<file path="src/rtl/vscale_hasti_arbiter_pkg.sv">
// Shared HASTI encodings, bus payload types and helpers for the two-master arbiter.
package vscale_hasti_arbiter_pkg;

  localparam int unsigned HASTI_ADDR_WIDTH  = 32;
  localparam int unsigned HASTI_BUS_WIDTH   = 32;
  localparam int unsigned HASTI_SIZE_WIDTH  = 3;
  localparam int unsigned HASTI_BURST_WIDTH = 3;
  localparam int unsigned HASTI_PROT_WIDTH  = 4;
  localparam int unsigned HASTI_TRANS_WIDTH = 2;
  localparam int unsigned HASTI_NUM_MASTERS = 2;

  localparam logic [HASTI_TRANS_WIDTH-1:0] HASTI_TRANS_IDLE   = 2'd0;
  localparam logic [HASTI_TRANS_WIDTH-1:0] HASTI_TRANS_BUSY   = 2'd1;
  localparam logic [HASTI_TRANS_WIDTH-1:0] HASTI_TRANS_NONSEQ = 2'd2;
  localparam logic [HASTI_TRANS_WIDTH-1:0] HASTI_TRANS_SEQ    = 2'd3;

  localparam logic [HASTI_SIZE_WIDTH-1:0] HASTI_SIZE_BYTE     = 3'd0;
  localparam logic [HASTI_SIZE_WIDTH-1:0] HASTI_SIZE_HALFWORD = 3'd1;
  localparam logic [HASTI_SIZE_WIDTH-1:0] HASTI_SIZE_WORD     = 3'd2;

  localparam logic [HASTI_BURST_WIDTH-1:0] HASTI_BURST_SINGLE = 3'd0;
  localparam logic [HASTI_BURST_WIDTH-1:0] HASTI_BURST_INCR   = 3'd1;
  localparam logic [HASTI_BURST_WIDTH-1:0] HASTI_BURST_WRAP4  = 3'd2;
  localparam logic [HASTI_BURST_WIDTH-1:0] HASTI_BURST_INCR4  = 3'd3;

  localparam logic HASTI_RESP_OKAY  = 1'b0;
  localparam logic HASTI_RESP_ERROR = 1'b1;

  localparam logic OWNER_M0 = 1'b0;
  localparam logic OWNER_M1 = 1'b1;

  // Address-phase payload of one master.
  typedef struct packed {
    logic [HASTI_ADDR_WIDTH-1:0]  haddr;
    logic                         hwrite;
    logic [HASTI_SIZE_WIDTH-1:0]  hsize;
    logic [HASTI_BURST_WIDTH-1:0] hburst;
    logic                         hmastlock;
    logic [HASTI_PROT_WIDTH-1:0]  hprot;
    logic [HASTI_TRANS_WIDTH-1:0] htrans;
  } hasti_ctrl_t;

  // NONSEQ or SEQ both carry a real transfer.
  function automatic logic hasti_is_req(hasti_ctrl_t c);
    return c.htrans[1];
  endfunction

  // Locked or bursting transfers keep the bus for the next address phase.
  function automatic logic hasti_holds_bus(hasti_ctrl_t c);
    return c.hmastlock || (c.hburst != HASTI_BURST_SINGLE);
  endfunction

endpackage

</file>
<file path="src/rtl/vscale_hasti_resp_hold.sv">
// Per-master parking slot for a read response the master could not accept yet.
module vscale_hasti_resp_hold
  import vscale_hasti_arbiter_pkg::*;
(
  input  logic                       clk,
  input  logic                       rst_n,
  input  logic                       capture_i,
  input  logic                       clear_i,
  input  logic [HASTI_BUS_WIDTH-1:0] rdata_i,
  input  logic                       resp_i,
  output logic                       pend_o,
  output logic [HASTI_BUS_WIDTH-1:0] rdata_o,
  output logic                       resp_o
);

  logic                       pend_q, pend_d;
  logic [HASTI_BUS_WIDTH-1:0] rdata_q, rdata_d;
  logic                       resp_q, resp_d;

  // Capture wins over clear; the two never coincide in the arbiter.
  always_comb begin
    pend_d  = pend_q;
    rdata_d = rdata_q;
    resp_d  = resp_q;
    if (capture_i) begin
      pend_d  = 1'b1;
      rdata_d = rdata_i;
      resp_d  = resp_i;
    end else if (clear_i) begin
      pend_d  = 1'b0;
    end
  end

  // Hold registers.
  always_ff @(posedge clk or negedge rst_n) begin
    if (!rst_n) begin
      pend_q  <= 1'b0;
      rdata_q <= '0;
      resp_q  <= HASTI_RESP_OKAY;
    end else begin
      pend_q  <= pend_d;
      rdata_q <= rdata_d;
      resp_q  <= resp_d;
    end
  end

  assign pend_o  = pend_q;
  assign rdata_o = rdata_q;
  assign resp_o  = resp_q;

endmodule

</file>
<file path="src/rtl/vscale_hasti_arbiter.sv">
// Fixed-priority two-master HASTI arbiter in front of a single SRAM slave.
module vscale_hasti_arbiter
  import vscale_hasti_arbiter_pkg::*;
(
  input  logic                         hclk,
  input  logic                         hresetn,
  input  logic [HASTI_ADDR_WIDTH-1:0]  m0_haddr,
  input  logic                         m0_hwrite,
  input  logic [HASTI_SIZE_WIDTH-1:0]  m0_hsize,
  input  logic [HASTI_BURST_WIDTH-1:0] m0_hburst,
  input  logic                         m0_hmastlock,
  input  logic [HASTI_PROT_WIDTH-1:0]  m0_hprot,
  input  logic [HASTI_TRANS_WIDTH-1:0] m0_htrans,
  input  logic [HASTI_BUS_WIDTH-1:0]   m0_hwdata,
  output logic [HASTI_BUS_WIDTH-1:0]   m0_hrdata,
  output logic                         m0_hready,
  output logic                         m0_hresp,
  input  logic [HASTI_ADDR_WIDTH-1:0]  m1_haddr,
  input  logic                         m1_hwrite,
  input  logic [HASTI_SIZE_WIDTH-1:0]  m1_hsize,
  input  logic [HASTI_BURST_WIDTH-1:0] m1_hburst,
  input  logic                         m1_hmastlock,
  input  logic [HASTI_PROT_WIDTH-1:0]  m1_hprot,
  input  logic [HASTI_TRANS_WIDTH-1:0] m1_htrans,
  input  logic [HASTI_BUS_WIDTH-1:0]   m1_hwdata,
  output logic [HASTI_BUS_WIDTH-1:0]   m1_hrdata,
  output logic                         m1_hready,
  output logic                         m1_hresp,
  output logic [HASTI_ADDR_WIDTH-1:0]  s_haddr,
  output logic                         s_hwrite,
  output logic [HASTI_SIZE_WIDTH-1:0]  s_hsize,
  output logic [HASTI_BURST_WIDTH-1:0] s_hburst,
  output logic                         s_hmastlock,
  output logic [HASTI_PROT_WIDTH-1:0]  s_hprot,
  output logic [HASTI_TRANS_WIDTH-1:0] s_htrans,
  output logic [HASTI_BUS_WIDTH-1:0]   s_hwdata,
  input  logic [HASTI_BUS_WIDTH-1:0]   s_hrdata,
  input  logic                         s_hready,
  input  logic                         s_hresp
);

  hasti_ctrl_t m0_ctrl, m1_ctrl, g_ctrl;
  logic        grant, req_g;

  logic last_owner_q, last_owner_d;
  logic dvalid_q, dvalid_d;
  logic downer_q, downer_d;
  logic hold_grant_q, hold_grant_d;

  logic [HASTI_NUM_MASTERS-1:0] req, addr_ok, dphase, capture;
  logic [HASTI_NUM_MASTERS-1:0] pend, hold_resp, hready, hresp;
  logic [HASTI_BUS_WIDTH-1:0]   hold_rdata [HASTI_NUM_MASTERS];
  logic [HASTI_BUS_WIDTH-1:0]   hrdata     [HASTI_NUM_MASTERS];

  assign m0_ctrl = '{haddr: m0_haddr, hwrite: m0_hwrite, hsize: m0_hsize, hburst: m0_hburst,
                     hmastlock: m0_hmastlock, hprot: m0_hprot, htrans: m0_htrans};
  assign m1_ctrl = '{haddr: m1_haddr, hwrite: m1_hwrite, hsize: m1_hsize, hburst: m1_hburst,
                     hmastlock: m1_hmastlock, hprot: m1_hprot, htrans: m1_htrans};

  assign req[0] = hasti_is_req(m0_ctrl);
  assign req[1] = hasti_is_req(m1_ctrl);

  // Grant: frozen on stall or held lock/burst, else port 0 first, else park.
  always_comb begin
    grant = last_owner_q;
    if (s_hready && !hold_grant_q) begin
      if (req[0]) begin
        grant = OWNER_M0;
      end else if (req[1]) begin
        grant = OWNER_M1;
      end
    end
  end

  assign g_ctrl = (grant == OWNER_M1) ? m1_ctrl : m0_ctrl;
  assign req_g  = hasti_is_req(g_ctrl);

  // Address phase is accepted only when the slave is ready.
  always_comb begin
    last_owner_d = last_owner_q;
    dvalid_d     = dvalid_q;
    downer_d     = downer_q;
    hold_grant_d = hold_grant_q;
    if (s_hready) begin
      last_owner_d = grant;
      dvalid_d     = req_g;
      downer_d     = grant;
      hold_grant_d = req_g && hasti_holds_bus(g_ctrl);
    end
  end

  // Arbitration state.
  always_ff @(posedge hclk or negedge hresetn) begin
    if (!hresetn) begin
      last_owner_q <= OWNER_M0;
      dvalid_q     <= 1'b0;
      downer_q     <= OWNER_M0;
      hold_grant_q <= 1'b0;
    end else begin
      last_owner_q <= last_owner_d;
      dvalid_q     <= dvalid_d;
      downer_q     <= downer_d;
      hold_grant_q <= hold_grant_d;
    end
  end

  assign s_haddr     = g_ctrl.haddr;
  assign s_hwrite    = g_ctrl.hwrite;
  assign s_hsize     = g_ctrl.hsize;
  assign s_hburst    = g_ctrl.hburst;
  assign s_hmastlock = g_ctrl.hmastlock;
  assign s_hprot     = g_ctrl.hprot;
  assign s_htrans    = hresetn ? g_ctrl.htrans : HASTI_TRANS_IDLE;
  assign s_hwdata    = (downer_q == OWNER_M1) ? m1_hwdata : m0_hwdata;

  // Per-master ready/response routing, parking a response the master cannot take.
  always_comb begin
    for (int x = 0; x < int'(HASTI_NUM_MASTERS); x++) begin
      addr_ok[x] = !req[x] || ((grant == 1'(x)) && s_hready);
      dphase[x]  = dvalid_q && (downer_q == 1'(x));
      hready[x]  = addr_ok[x];
      hrdata[x]  = s_hrdata;
      hresp[x]   = HASTI_RESP_OKAY;
      capture[x] = 1'b0;
      if (pend[x]) begin
        hrdata[x] = hold_rdata[x];
        hresp[x]  = hold_resp[x];
      end else if (dphase[x]) begin
        hready[x]  = s_hready && addr_ok[x];
        hresp[x]   = s_hresp;
        capture[x] = s_hready && !addr_ok[x];
      end
    end
  end

  vscale_hasti_resp_hold u_hold0 (
    .clk       (hclk),
    .rst_n     (hresetn),
    .capture_i (capture[0]),
    .clear_i   (hready[0]),
    .rdata_i   (s_hrdata),
    .resp_i    (s_hresp),
    .pend_o    (pend[0]),
    .rdata_o   (hold_rdata[0]),
    .resp_o    (hold_resp[0])
  );

  vscale_hasti_resp_hold u_hold1 (
    .clk       (hclk),
    .rst_n     (hresetn),
    .capture_i (capture[1]),
    .clear_i   (hready[1]),
    .rdata_i   (s_hrdata),
    .resp_i    (s_hresp),
    .pend_o    (pend[1]),
    .rdata_o   (hold_rdata[1]),
    .resp_o    (hold_resp[1])
  );

  assign m0_hready = hready[0];
  assign m0_hrdata = hrdata[0];
  assign m0_hresp  = hresp[0];
  assign m1_hready = hready[1];
  assign m1_hrdata = hrdata[1];
  assign m1_hresp  = hresp[1];

endmodule

</file>
<file path="config.mk">
export PLATFORM = sky130hd
export DESIGN_NAME = vscale_hasti_arbiter
export DESIGN_NICKNAME = d
export VERILOG_FILES = /design/src/rtl/vscale_hasti_arbiter_pkg.sv /design/src/rtl/vscale_hasti_resp_hold.sv /design/src/rtl/vscale_hasti_arbiter.sv
export SDC_FILE = /design/constraint.sdc
export NUM_CORES = 1
export LEC_CHECK = 0
export CAP_MARGIN = 15
export CORE_AREA = 3 3 131 133
export CTS_BUF_LIST = sky130_fd_sc_hd__clkbuf_8
export CTS_CLUSTER_DIAMETER = 30
export CTS_CLUSTER_SIZE = 25
export DETAILED_ROUTE_END_ITERATION = 10
export DIE_AREA = 0 0 134 136
export HOLD_SLACK_MARGIN = 0.02
export PLACE_DENSITY_LB_ADDON = 0.12
export SYNTH_ARGS = -nofsm -noshare
export SYNTH_HDL_FRONTEND = slang
export SYNTH_HIERARCHICAL = 1
export SYNTH_SLANG_ARGS = --single-unit
</file>
<file path="constraint.sdc">
create_clock -name hclk -period 2 [get_ports hclk]
set_input_delay 0.2 -clock hclk [delete_from_list [all_inputs] [get_ports hclk]]
set_output_delay 0.2 -clock hclk [all_outputs]
set_load 0.03 [all_outputs]
</file>
== After elaboration in Yosys (flattened, before gate mapping) ==
Index checks and enable logic that the tools add are counted.
Widths: inputs -> output; s select.

* Memory bits (writable): 0
* Output and inout bits: 146
* Register bits: 71
* Memories: 0
* Word-level logic and storage cells: 56
* Memory bits (read-only): 0
* Bits in latches: 0

* Add/sub/neg operators: 0
* Bitwise operators: 2
* Magnitude comparators: 0
* Muxes and demuxes: 24
* Shift operators: 0
* $mul: 0
* Reductions and logical operators: 21
* Div/mod/pow operators: 0
* Equality and inequality tests: 0

{| class="wikitable"
|+ Operators with widths
! operator !! number
|-
| $mux 32 || 3
|-
| $mux 46 || 1
|-
| $mux 1 || 19
|-
| $logic_and 1x1->1 || 10
|-
| $logic_not 1->1 || 5
|-
| $reduce_bool 2->1 || 2
|-
| $logic_or 1x1->1 || 3
|-
| $reduce_bool 3->1 || 1
|-
| $mux 2 || 1
|-
| $not 1->1 || 2
|}

== Longest topological paths before layout ==
* Depth after elaboration: 11
* Gate-level depth with buffers: 8

== Cells and area by module ==
Netlist, hierarchy kept.

{| class="wikitable"
|+ Modules (own cells, without submodules)
! module !! instances !! seq. area each (um^2) !! cells each !! area each (um^2)
|-
| vscale_hasti_resp_hold || 2 || 850.8 || 73 || 1413.9
|-
| vscale_hasti_arbiter || 1 || 75.1 || 234 || 2307.2
|}

== Worst setup path after synthesis ==
OpenSTA, ideal clock, no wires.

* Kind: reg2reg
* Start: register hold_grant_q
* End: register u_hold1.rdata_q[0] (netlist: u_hold1/rdata_o[0])
* Setup slack: 0.025 ns
* Stages on the path, launching flop included: 9
* Setup time: 0.125 ns
* Arrival time: 1.850 ns
* Path through: dfrtp_1 -> nand2b_1 -> o22ai_4 -> buf_6 -> buf_8 -> and4_1 -> buf_6 -> buf_12 -> mux2_4

* Cells in the longest elaborated chain, start to end: 9

{| class="wikitable"
|+ Ends and longest elaborated chain
! element !! RTL line !! RTL
|-
| start, declared || vscale_hasti_arbiter.sv:48 || <nowiki>logic hold_grant_q, hold_grant_d;</nowiki>
|-
| start signal, assigned || vscale_hasti_arbiter.sv:103 || <nowiki>hold_grant_q <= hold_grant_d;</nowiki>
|-
| $logic_not 1->1 || vscale_hasti_arbiter.sv:66 || <nowiki>if (s_hready && !hold_grant_q) begin</nowiki>
|-
| $logic_and 1x1->1 || vscale_hasti_arbiter.sv:66 ||
|-
| $mux 1 || vscale_hasti_arbiter.sv:66 ||
|-
| $logic_and 1x1->1 || vscale_hasti_arbiter.sv:119 || <nowiki>addr_ok[x] = !req[x] || ((grant == 1'(x)) && s_hready);</nowiki>
|-
| $logic_or 1x1->1 || vscale_hasti_arbiter.sv:119 ||
|-
| $logic_not 1->1 || vscale_hasti_arbiter.sv:131 || <nowiki>capture[x] = s_hready && !addr_ok[x];</nowiki>
|-
| $logic_and 1x1->1 || vscale_hasti_arbiter.sv:131 ||
|-
| $mux 1 || vscale_hasti_arbiter.sv:128 || <nowiki>end else if (dphase[x]) begin</nowiki>
|-
| $mux 1 || vscale_hasti_arbiter.sv:125 || <nowiki>if (pend[x]) begin</nowiki>
|-
| named net capture[1] || vscale_hasti_arbiter.sv:50 || <nowiki>logic [HASTI_NUM_MASTERS-1:0] req, addr_ok, dphase, capture;</nowiki>
|-
| end signal, assigned || vscale_hasti_resp_hold.sv:42 || <nowiki>rdata_q <= rdata_d;</nowiki>
|-
| end, declared || vscale_hasti_resp_hold.sv:17 || <nowiki>logic [HASTI_BUS_WIDTH-1:0] rdata_q, rdata_d;</nowiki>
|}

The timed path passes the listed nets, and every way through them passes these cells.
A chain may end at the register's enable or synchronous reset.

== Worst setup path after layout ==
* Start: register hold_grant_q
* End: output s_haddr[12]

* Cells in the longest elaborated chain, start to end: 4

{| class="wikitable"
|+ Ends and longest elaborated chain
! element !! RTL line !! RTL
|-
| $logic_not 1->1 || vscale_hasti_arbiter.sv:66 ||
|-
| $logic_and 1x1->1 || vscale_hasti_arbiter.sv:66 ||
|-
| $mux 1 || vscale_hasti_arbiter.sv:66 ||
|-
| $mux 46 || vscale_hasti_arbiter.sv:75 || <nowiki>assign g_ctrl = (grant == OWNER_M1) ? m1_ctrl : m0_ctrl;</nowiki>
|-
| end, declared || vscale_hasti_arbiter.sv:29 || <nowiki>output logic [HASTI_ADDR_WIDTH-1:0] s_haddr,</nowiki>
|}

Every way passes these cells.

==> impl_metrics.tcl <==
set metrics [dict create \
    run_status "finished, violations left" \
    violations "setup timing" \
    die_height_um 136 \
    hold_class "primary input to asynchronous set/reset pin" \
    cts_root_buffer "clkbuf_8" \
    coreArea_um2 15900 \
    cp.arrival_ns 1.99 \
    p_per_area_nw_per_um2 839 \
    combPwrFrac_pct 57.1 \
    max-slew-margin-rel_pct 59.7 \
    yosys_warnings 6 \
    via_count 4244 \
    ir_drop_mv 0.422 \
    synth_area_leaders "dfrtp_1 35%, mux2_2 31%, mux2_4 19%" \
    p_leak_uw 0.00398 \
    fin_area_um2 9000 \
    finalCriticalPeriod_ns 2.19 \
    critical_path.slowest_cell "dfrtp_1" \
    syn_avg_cell_area_um2 13.5 \
    die_w_um 134 \
    layout_setup_ws_ns -0.188 \
    switching_share_pct 37.2 \
    grt_overflow 0 \
    start_util_pct 32.2 \
    synth_fp_nets 572 \
    drt_iter0_markers 92 \
    timing.final.crit_share_pct 109 \
    ys.flop_type "dfrtp_1" \
    io_pins 338 \
    num_rows 46 \
    setup_viol 71 \
    synth-async-reset-ratio_pct 100 \
    htree_levels 3 \
    crit_chain "nand2b_4 > o22ai_4 > buf_12 > buf_12 > mux2_2 > buf_6" \
    synth-edff-count 0 \
    nets 886 \
    p_int_uw 4740 \
    drt_pass1_iterations 4 \
    wl_mm 18.7 \
    skew_ns 0.0103 \
    required_ns 1.80 \
    synth_cells 380 \
    synthesis.area_um2 5130 \
    power_switching_uw 2810 \
    yosys.cell_count.top_type "mux2_2" \
    grt_pass1_vias 4805 \
    drcViolationCount 0 \
    wl_per_cell_um 20.4 \
    reg2reg_from "hold_grant_q$_DFFE_PN0P_" \
    synth_cell_types 28 \
    start_kind "flop" \
    synth_seq_cells 71 \
    drive_gt1_share_pct 46.4 \
    fmaxAchievable_ghz 0.457 \
    yosysTopAreaCell "dfrtp_1" \
    cpPeakStageDelay_ns 0.39 \
    cts_made_buffers 9 \
    area_growth_pct 75.2 \
    antenna_found_initial 0 \
    dpl_cell_area_um2 8430 \
    worst_slew_pin_slew_ns 0.604 \
    dp_hpwl_mm 14.3 \
    yosys.area.top_type_share_pct 34.6 \
    io_buffers 337 \
    clkSinkCount 71 \
    cp_common_cell "buf_12" \
    cap_violations 0 \
    rr_worst_depth 9 \
    startpoint "hold_grant_q$_DFFE_PN0P_" \
    clock_power_share_pct 15.5 \
    pre_cts_ws_ns -0.424 \
    ys_top_cells_by_count "141 x mux2_2, 71 x dfrtp_1, 65 x mux2_4" \
    path_clk_slew_ns 0.08 \
    dieArea_um2 18200 \
    grt_max_degree 48 \
    cts_tree "done" \
    cts_buffer_depth 2 \
    end_kind "primary output" \
    grt.total_usage_pct 19.9 \
    place.gp.congestion 0.960 \
    hold_violations 0 \
    critical_path_class "flop to primary output" \
    antenna_cells 0 \
    crit_fanout 16 \
    worstSkewPairLatency_ns 0.35 \
    yosysSeqAreaShare_pct 34.6 \
    grt_pass1_wl_mm 28.0 \
    seqPwrFrac_pct 27.4 \
    vias_per_cell 4.64 \
    rsz0062_at_grt "yes" \
    slew_violations 0 \
    ant_nets 0 \
]
cell type report:
class	instances	area, um^2
inverter	5	18.8
sequential	71	1780
timing repair buffer	370	3860
tap	216	270
fill	1387	6950
clock buffer	9	124
clock inverter	7	72.6
multi-input combinational	237	2870
routing by layer:
| metal | GRT usage [%] | vias to the layer above | part of all wire, % |
|---|---|---|---|
| li1 | - | 1952 | - |
| met1 | 22.4 | 2075 | 38 |
| met2 | 35.4 | 187 | 51 |
| met3 | 5.96 | 30 | 7.1 |
| met4 | 7.94 | 0 | 3.5 |
| met5 | 0 | - | 0 |
cell families after synthesis:
kind of cell,after synthesis,share of synthesized area [%]
muxes,209,50.5
buffers and inverters,72,11.4
DFF,71,34.6
AOI/OAI and AO/OA,14,2.07
and+or+nand+nor,13,1.39
other,1,0.0730
power groups by stage:
stage	Clock [uW]	Sequential [uW]	Combinational, uW
2_1_floorplan	0	2010	2730
3_3_place_gp	0	2060	4080
3_5_place_dp	0	2080	4110
4_1_cts	1220	2070	4290
5_1_grt	1260	2130	4510
6_report	1170	2070	4310
worst paths after layout:
| kind | to | slack, ns |
|---|---|---|
| setup / recovery | s_haddr[12] | -0.19 |
| hold / removal | hold_grant_q$_DFFE_PN0P_ | 0.31 |
| setup reg to reg | u_hold1/rdata_o[22]$_DFFE_PN0P_ | -0.12 |
| hold reg to reg | u_hold1/rdata_o[23]$_DFFE_PN0P_ | 0.51 |
| max in group asynchronous | u_hold0/rdata_o[21]$_DFFE_PN0P_ | 0.80 |
| min in group hclk | u_hold1/rdata_o[23]$_DFFE_PN0P_ | 0.51 |
metrics by stage:
| step | TNS (ns) | power [uW] | util, % | instances | hold slack, ns |
|---|---|---|---|---|---|
| 2_1_floorplan | 0 | 4730 | - | 380 | -0.0956 |
| 3_3_place_gp | -17.61 | 6140 | 52.8 | 885 | 0.146 |
| 3_5_place_dp | -19.97 | 6200 | 52.8 | 885 | 0.162 |
| 4_1_cts | -10.64 | 7570 | 55.8 | 910 | 0.326 |
| 5_1_grt | -14.20 | 7890 | 56.4 | 915 | 0.317 |
| 6_report | -9.24 | 7550 | 56.4 | 915 | 0.306 |
flip-flops by register name, summed over array words and instances (netlist names):
name,flops
u_hold0/pend_o,1
u_hold0/rdata_o,32
u_hold0/resp_o,1
downer_q,1
u_hold1/rdata_o,32
dvalid_q,1
hold_grant_q,1
u_hold1/resp_o,1
u_hold1/pend_o,1
placed cells by master, fill, tap and decap left out, types with 2 or more instances in the layout:
cell type and count:
a21o_1 3, nor4_1 2, mux2_4 80, nand2_1 2, buf_16 3, clkinvlp_4 2
mux2i_1 3, buf_6 35, clkdlybuf4s50_1 190, buf_8 2, dlygate4sd2_1 87, dfrtp_1 68
mux2_2 126, dfrtp_2 3, o21ai_0 3, inv_1 5, clkbuf_8 9, nor2_1 4
buf_12 18, a21oi_1 3, clkdlybuf4s15_2 13, buf_4 20, clkinv_2 2
worst max-delay path, delay by kind of cell (launching register included):
kind / cells / cell delay, ns
flops: 1 / 0.39
simple gates: 1 / 0.16
buf+inv: 3 / 0.49
mux: 1 / 0.35
compound gates: 1 / 0.24
timing repair:
| action | CTS | global route |
|---|---|---|
| gates resized for setup | 233 | 11 |
| endpoints found under the hold margin | 24 | 0 |
| endpoints found under the setup margin | 134 | 81 |
| buffers inserted | 5 | 5 |
| hold buffers | 1 | 0 |
| cloned | 3 | 1 |
| pin swaps | 3 | 0 |
Note: power is estimated with default switching activity, not from simulation.
